[src/rtl/uart_tx_arbiter.sv]
// Round-robin, packet-granular arbiter sharing one UART transmitter between NREQ producers.
// A grant holder keeps the transmitter until it hands over a byte flagged last.
module uart_tx_arbiter #(
  parameter int unsigned NREQ     = 3,
  parameter int unsigned HOLD_MAX = 64,
  parameter int unsigned TX_TOUT  = 100000
) (
  input  logic              clk,
  input  logic              rst,
  input  logic [NREQ-1:0]   req_valid,
  input  logic [8*NREQ-1:0] req_byte,
  input  logic [NREQ-1:0]   req_last,
  output logic [NREQ-1:0]   req_ready,
  output logic [NREQ-1:0]   grant,
  output logic [7:0]        o_byte,
  output logic              o_byte_v,
  input  logic              i_tx_active,
  input  logic              i_tx_done,
  output logic              busy,
  output logic              err_tout
);

  localparam int unsigned PW = (NREQ > 1) ? $clog2(NREQ) : 1;
  localparam int unsigned HW = (HOLD_MAX > 1) ? $clog2(HOLD_MAX) : 1;
  localparam int unsigned WW = (TX_TOUT > 1) ? $clog2(TX_TOUT) : 1;

  typedef enum logic [1:0] {StIdle, StArm, StWait} state_e;

  state_e          state_q, state_d;
  logic [PW-1:0]   rr_q, rr_d;
  logic [PW-1:0]   owner_q, owner_d;
  logic [HW-1:0]   hold_q, hold_d;
  logic [WW-1:0]   wdog_q, wdog_d;
  logic            last_q, last_d;
  logic [NREQ-1:0] grant_q, grant_d;
  logic [7:0]      byte_q, byte_d;
  logic            byte_v_q, byte_v_d;
  logic [NREQ-1:0] ready_q, ready_d;
  logic            err_q, err_d;

  logic            pick_found;
  logic [PW-1:0]   pick_idx;
  logic [PW-1:0]   rr_next;

  // First valid requester searching upward from rr_q, wrapping at NREQ.
  always_comb begin
    int unsigned cand;
    logic [PW-1:0] cand_idx;
    pick_found = 1'b0;
    pick_idx   = '0;
    cand       = 0;
    cand_idx   = '0;
    for (int unsigned k = 0; k < NREQ; k++) begin
      cand     = (32'(rr_q) + k) % NREQ;
      cand_idx = PW'(cand);
      if (!pick_found && req_valid[cand_idx]) begin
        pick_found = 1'b1;
        pick_idx   = cand_idx;
      end
    end
  end

  assign rr_next = (owner_q == PW'(NREQ - 1)) ? '0 : owner_q + PW'(1);

  always_comb begin
    state_d  = state_q;
    rr_d     = rr_q;
    owner_d  = owner_q;
    hold_d   = hold_q;
    wdog_d   = wdog_q;
    last_d   = last_q;
    grant_d  = grant_q;
    byte_d   = byte_q;
    byte_v_d = 1'b0;
    ready_d  = '0;
    err_d    = 1'b0;

    unique case (state_q)
      StIdle: begin
        hold_d = '0;
        wdog_d = '0;
        if (pick_found) begin
          grant_d = NREQ'(1) << pick_idx;
          owner_d = pick_idx;
          state_d = StArm;
        end
      end

      StArm: begin
        if (req_valid[owner_q] && !i_tx_active) begin
          byte_d   = req_byte[{owner_q, 3'b000} +: 8];
          byte_v_d = 1'b1;
          ready_d  = grant_q;
          last_d   = req_last[owner_q];
          hold_d   = '0;
          wdog_d   = '0;
          state_d  = StWait;
        end else if (hold_q == HW'(HOLD_MAX - 1)) begin
          // Holder stalled too long: revoke and move the rotation past it.
          err_d   = 1'b1;
          grant_d = '0;
          rr_d    = rr_next;
          hold_d  = '0;
          state_d = StIdle;
        end else begin
          hold_d = hold_q + HW'(1);
        end
      end

      StWait: begin
        // Done wins over a coincident watchdog expiry.
        if (i_tx_done) begin
          wdog_d = '0;
          hold_d = '0;
          if (last_q) begin
            grant_d = '0;
            rr_d    = rr_next;
            state_d = StIdle;
          end else begin
            state_d = StArm;
          end
        end else if (wdog_q == WW'(TX_TOUT - 1)) begin
          err_d   = 1'b1;
          wdog_d  = '0;
          grant_d = '0;
          rr_d    = rr_next;
          state_d = StIdle;
        end else begin
          wdog_d = wdog_q + WW'(1);
        end
      end

      default: begin
        grant_d = '0;
        state_d = StIdle;
      end
    endcase
  end

  always_ff @(posedge clk) begin
    if (rst) begin
      state_q  <= StIdle;
      rr_q     <= '0;
      owner_q  <= '0;
      hold_q   <= '0;
      wdog_q   <= '0;
      last_q   <= 1'b0;
      grant_q  <= '0;
      byte_q   <= '0;
      byte_v_q <= 1'b0;
      ready_q  <= '0;
      err_q    <= 1'b0;
    end else begin
      state_q  <= state_d;
      rr_q     <= rr_d;
      owner_q  <= owner_d;
      hold_q   <= hold_d;
      wdog_q   <= wdog_d;
      last_q   <= last_d;
      grant_q  <= grant_d;
      byte_q   <= byte_d;
      byte_v_q <= byte_v_d;
      ready_q  <= ready_d;
      err_q    <= err_d;
    end
  end

  assign req_ready = ready_q;
  assign grant     = grant_q;
  assign o_byte    = byte_q;
  assign o_byte_v  = byte_v_q;
  assign err_tout  = err_q;
  assign busy      = (state_q != StIdle);

endmodule

[config.mk]
export PLATFORM = sky130hd
export DESIGN_NAME = uart_tx_arbiter
export DESIGN_NICKNAME = d
export VERILOG_FILES = /design/src/rtl/uart_tx_arbiter.sv
export SDC_FILE = /design/constraint.sdc
export NUM_CORES = 1
export LEC_CHECK = 0
export BUFFER_PORTS_ARGS = -buffer_cell sky130_fd_sc_hd__clkbuf_2
export CORE_MARGIN = 4
export CORE_UTILIZATION = 50
export CTS_CLUSTER_SIZE = 20
export DETAILED_ROUTE_END_ITERATION = 6
export GPL_ROUTABILITY_DRIVEN = 0
export MAX_ROUTING_LAYER = met4
export PLACE_DENSITY = 0.74
export RECOVER_POWER = 25
export SKIP_LAST_GASP = 1
export SYNTH_ARGS = -nofsm -noshare
export SYNTH_HDL_FRONTEND = slang
export SYNTH_SLANG_ARGS = --single-unit
[constraint.sdc]
create_clock -name clk -period 2.8 [get_ports clk]
set_input_delay 0.28 -clock clk [delete_from_list [all_inputs] [get_ports clk]]
set_output_delay 0.28 -clock clk [all_outputs]
set_load 0.03 [all_outputs]
---- Yosys cells after proc, flatten, opt, wreduce, memory -nomap -nowiden ----
Index checks and enable logic that the tools add are counted.
Widths: inputs -> output; s select.
word-level totals
  register bits after elaboration ......... 46
  input port bits ......................... 34
  output and inout port bits .............. 17
  word-level logic and storage cells ...... 110
operators by class
  $add $sub $neg .......................... 5
  div/mod/pow operators ................... 3
  $lt $le $gt $ge ......................... 4
  eq/ne operators ......................... 13
  shifts and indexed selects .............. 2
  multiplexer cells ....................... 51
  bitwise logic cells ..................... 2
  reduce and logical (&&, ||, !) cells .... 19
operators by type and width
  operator               count
  $mod 32x2->32 const B  2
  $mux 17                3
  $pmux 17 s3            1
  $mod 2x2->32 const B   1
  $mux 2                 14
  $shiftx 24x6->8        1
  $mux 3                 6
  $mux 6                 3
  $pmux 6 s3             1
  $add 17x1->17 const B  1
  $eq 17x17->1 const B   1
  $mux 1                 14
  $lt 2x3->1 const B     4
  $bmux 1 s2             5
  $ne 2x2->1 const B     5
  $reduce_and 5->1       2
  $ne 3x3->1 const B     3
  $pmux 3 s3             1
  $reduce_and 2->1       4
  $add 6x1->6 const B    1
  $eq 6x6->1 const B     1
  $pmux 2 s3             1
  $eq 2x2->1 const B     2
  $pmux 2 s2             1
  15 further kinds       21

---- Depth between registers and ports, before layout ----
  depth in word-level cells ............... 13
  mapped depth ............................ 8
  mapped depth without buffers ............ 8

---- Worst setup path after synthesis ----
Ideal clock, no wire load.
  path kind ............................... register to register
  start ................................... reg wdog_q[0]
  end ..................................... reg wdog_q[7]
  library setup time ...................... 71 ps
  data arrival time ....................... 1,906 ps
  required time ........................... 2,729 ps
  slack ................................... 824 ps
  cell stages (with the launch flop) ...... 8
  path buffers ............................ 0
  clock period less this slack ............ 1,976 ps
  cells stage by stage .................... dfxtp_1 -> ha_1 -> and4_1 -> and4_1 -> nor2_2 -> nand2_4 -> or4_1 -> a21oi_1
between the ends
  word-level cells in the longest chain between the ends .. 4
  elaborated cells between the ends (all ways) .. 5
  those cells by class .................... add/sub (1); eq/ne (1); mux (3)
ends and longest elaborated chain
  what                                           RTL line  text
  start: declaration                             33        logic [WW-1:0] wdog_q, wdog_d;
  start signal: assignment                       158       wdog_q <= wdog_d;
  $add 17x1->17 or $eq 17x17->1 (tied branches)  129, 122
  $mux 17 (*)                                    122       end else if (wdog_q == WW'(TX_TOUT - 1)) begin
  $mux 17 (*)                                    112       if (i_tx_done) begin
  $pmux 17 s3 (*)                                78        unique case (state_q)
Mark *: on every way between the ends. The rest lies on a longest branch, timed or not.
A chain may end at the register's enable or synchronous reset.

---- Worst setup path after layout ----
  start ................................... reg owner_q[0]
  end ..................................... reg wdog_q[7]
between the ends
  word-level cells in the longest chain between the ends .. 5
ends and longest elaborated chain
  what                          RTL line  text
  start: declaration            31        logic [PW-1:0] owner_q, owner_d;
  start signal: assignment      156       owner_q <= owner_d;
  $bmux 1 s2                    90        if (req_valid[owner_q] && !i_tx_active) begin
  $mux 1 (implied by the code)  90
  $logic_and 1x1->1             90
  $ne 2x2->1 (no line)          --
  $reduce_and 2->1 (no line)    --
No other way between the ends. The select of a mux whose other input is x is not followed.

==> flow_summary.toml <==
[status]
status = "complete, no violations"

[floorplan]
core-area_sq_mm = 0.00482
die_w_um = 79.1
start_util_pct = 52.5
fp.dieArea_sq_mm = 0.00626
design.portCount = 51
rows = 25
die_h_um = 79.1

[cts]
hold_buffers = 0
clk_path_buf_depth = 2
cts_tree = "yes"
cts_setup_buffers = 0
htreeDepth = 2
numCtsBuffers = 5
cts_resized = 0
clkSlewWorstSetupHoldPaths_ns = 0.08
clock-sinks = 46
clk_latency_ns = 0.30
clockRootBuffer = "clkbuf_8"

[grt]
grt_pass1_vias = 2120
grt_pass1_wl_um = 9620
grt_use_total_pct = 19.3
gr-total-overflow = 0
antenna_found_initial = 0
grt_max_degree = 41

[route]
routed-via-count = 2292
final_antenna_net_count = 0
drtPass1Iterations = 4
drtIter0Drc = 77
drc = 0
wl_per_cell_um = 13.5
viasPerCell = 5.48
finalWirelength_um = 5640

[synth]
syn_area_per_cell_sq_um = 8.38
syn-num-nets = 347
ys_seq_area_share_pct = 36.4
synth_enable_flop_cells = 0
synthFlopType = "dfxtp_1"
synth_warnings = 0
synth_cell_types = 47
async_flop_share_pct = 0
netlist_instances = 302
synth_area_sq_mm = 0.00253
synth-seq-cells = 46

[pwr]
switching_share_pct = 37.1
power_switching_w = 0.000745
powerDensity_mw_per_mm2 = 688
power.share.sequential_pct = 38.9
power.share.clock_pct = 24.3
comb_power_share_pct = 36.9
leakage_nw = 1.07
ir_drop_mv = 0.350
internal_power_w = 0.00127

[cells_and_area]
final_util_pct = 60.6
fill_cells = 458
mostFrequentLayoutCells = "dfxtp_1 (46), nor2_1 (37), clkbuf_2 (35)"
n_antenna_cell = 0
layout_commonest_cell = "dfxtp_1"
drive_above_1_share_pct = 14.5
multi_input_area_sq_mm = 0.00152
area_growth_pct = 15.5
regArea_sq_um = 921
num-nets-final = 395

[timing]
fin_setup_tns_ns = 0
finalSetupViolations = 0
finalMaxSlewViolations = 0
layout_min_cycle_time_ns = 2.33
worstMarginPinSlew_ns = 0.751
holdWs_ns = 0.285
hold_viol_final = 0
clock_skew_ns = 0.00943
period_share_pct = 83.4
clock.fmax_mhz = 428
relSlewSlack_pct = 49.9
rsz0062_at_grt = "no"

[placement]
io_buffers = 50
hpwl_um = 4230

[worst_setup_path]
cp.arrival_ns = 2.55
start_kind = "register"
critical_path_class = "register to register"
required_ns = 3.02
crit_fanout = 15
ff2ff_setup_slack_ns = 0.47
worstSetupEndpointType = "register"

[job]
cap_viol_max_count = 0

[hold_path]
hold_class = "input port to register"
-- final cells by class --
| type | instances | share of cell area [%] |
|---|---|---|
| clock buffer | 6 | 2.48 |
| clock inverter | 2 | 1.28 |
| inverter | 12 | 1.54 |
| multi-input combinational | 233 | 51.9 |
| sequential | 46 | 31.5 |
| tap | 67 | 2.87 |
| timing repair buffer | 52 | 8.44 |
-- critical path, stage by stage (launching register included) --
cell	delay [ns]
dfxtp_1	0.66
nand4bb_1	0.22
o311ai_4	0.17
and2b_1	0.40
nand2_4	0.12
or4_1	0.53
a21oi_1	0.15
-- final timing paths --
path / end / from / cells after the start
worst max-delay path: wdog_q[7] / owner_q[0] / 6
worst min-delay path: o_byte[7] / req_byte[15] / 3
worst max register to register: wdog_q[7] / owner_q[0] / 6
worst min register to register: req_ready[0] / grant[0] / 1
-- power groups by stage --
stage               clock network, W  registers [W]  logic [W]
detailed placement                 0       0.000797   0.000747
finish                      0.000488       0.000781   0.000741
CTS                         0.000499       0.000783   0.000753
global placement                   0       0.000793   0.000738
global route                0.000522       0.000793   0.000824
floorplan                          0       0.000835   0.000533
-- layer usage --
layer	track usage, %	vias to the layer above	routed length, um
met5	-	-	0
met1	25.2	1042	2740
met4	5.15	0	61
met3	3.63	7	270
met2	30.9	63	2560
li1	-	1180	-
-- stage by stage --
step	instances	setup slack [ns]	total power [W]	cell area, sq um
detailed placement	410	0.502	0.00154	2830
floorplan	302	0.824	0.00137	2530
global placement	410	0.596	0.00153	2830
finish	418	0.466	0.00201	2920
global route	418	0.277	0.00214	2920
CTS	418	0.446	0.00203	2940
-- synthesized netlist by cell type, drive strengths merged, types with 2 or more instances --
master	instances	share of area (%)
dfxtp	46	36
buf	3	0.74
xnor2	7	2.4
clkbuf	8	1.2
a211oi	11	3.3
a21o	4	1.2
or4	2	0.59
or3	5	1.2
xor2	2	0.69
a21oi	29	5.7
ha	11	5.4
a211o	3	1.0
nand3	6	1.2
nor2b	5	1.2
inv	12	1.8
nand2	20	3.3
or3b	2	0.69
and3	3	0.74
nor3	7	1.4
and2	4	0.99
nor2	38	5.7
nor4bb	2	0.79
mux2i	15	5.9
o21ai	16	3.2
nand4b	3	1.0
and4	3	1.0
o41ai	4	1.4
nand2b	9	2.2
nand3b	3	0.89
nand4	5	1.2
-- flip-flops by register name, indices dropped and copies added (netlist names) --
register   flops
o_byte         8
grant          3
rr_q           2
owner_q        2
wdog_q        17
state_q        2
o_byte_v       1
hold_q         6
err_tout       1
last_q         1
req_ready      3
-- kinds of logic after synthesis --
| logic type | count (synthesis) | share of synthesized area [%] |
|---|---|---|
| flops | 46 | 36.4 |
| mux | 16 | 6.38 |
| xor+xnor | 9 | 3.12 |
| compound gates | 76 | 19.3 |
| fa+ha+maj | 11 | 5.44 |
| buf+inv | 23 | 3.71 |
| simple gates | 121 | 25.6 |
Note: power is estimated with default switching activity, not from simulation.
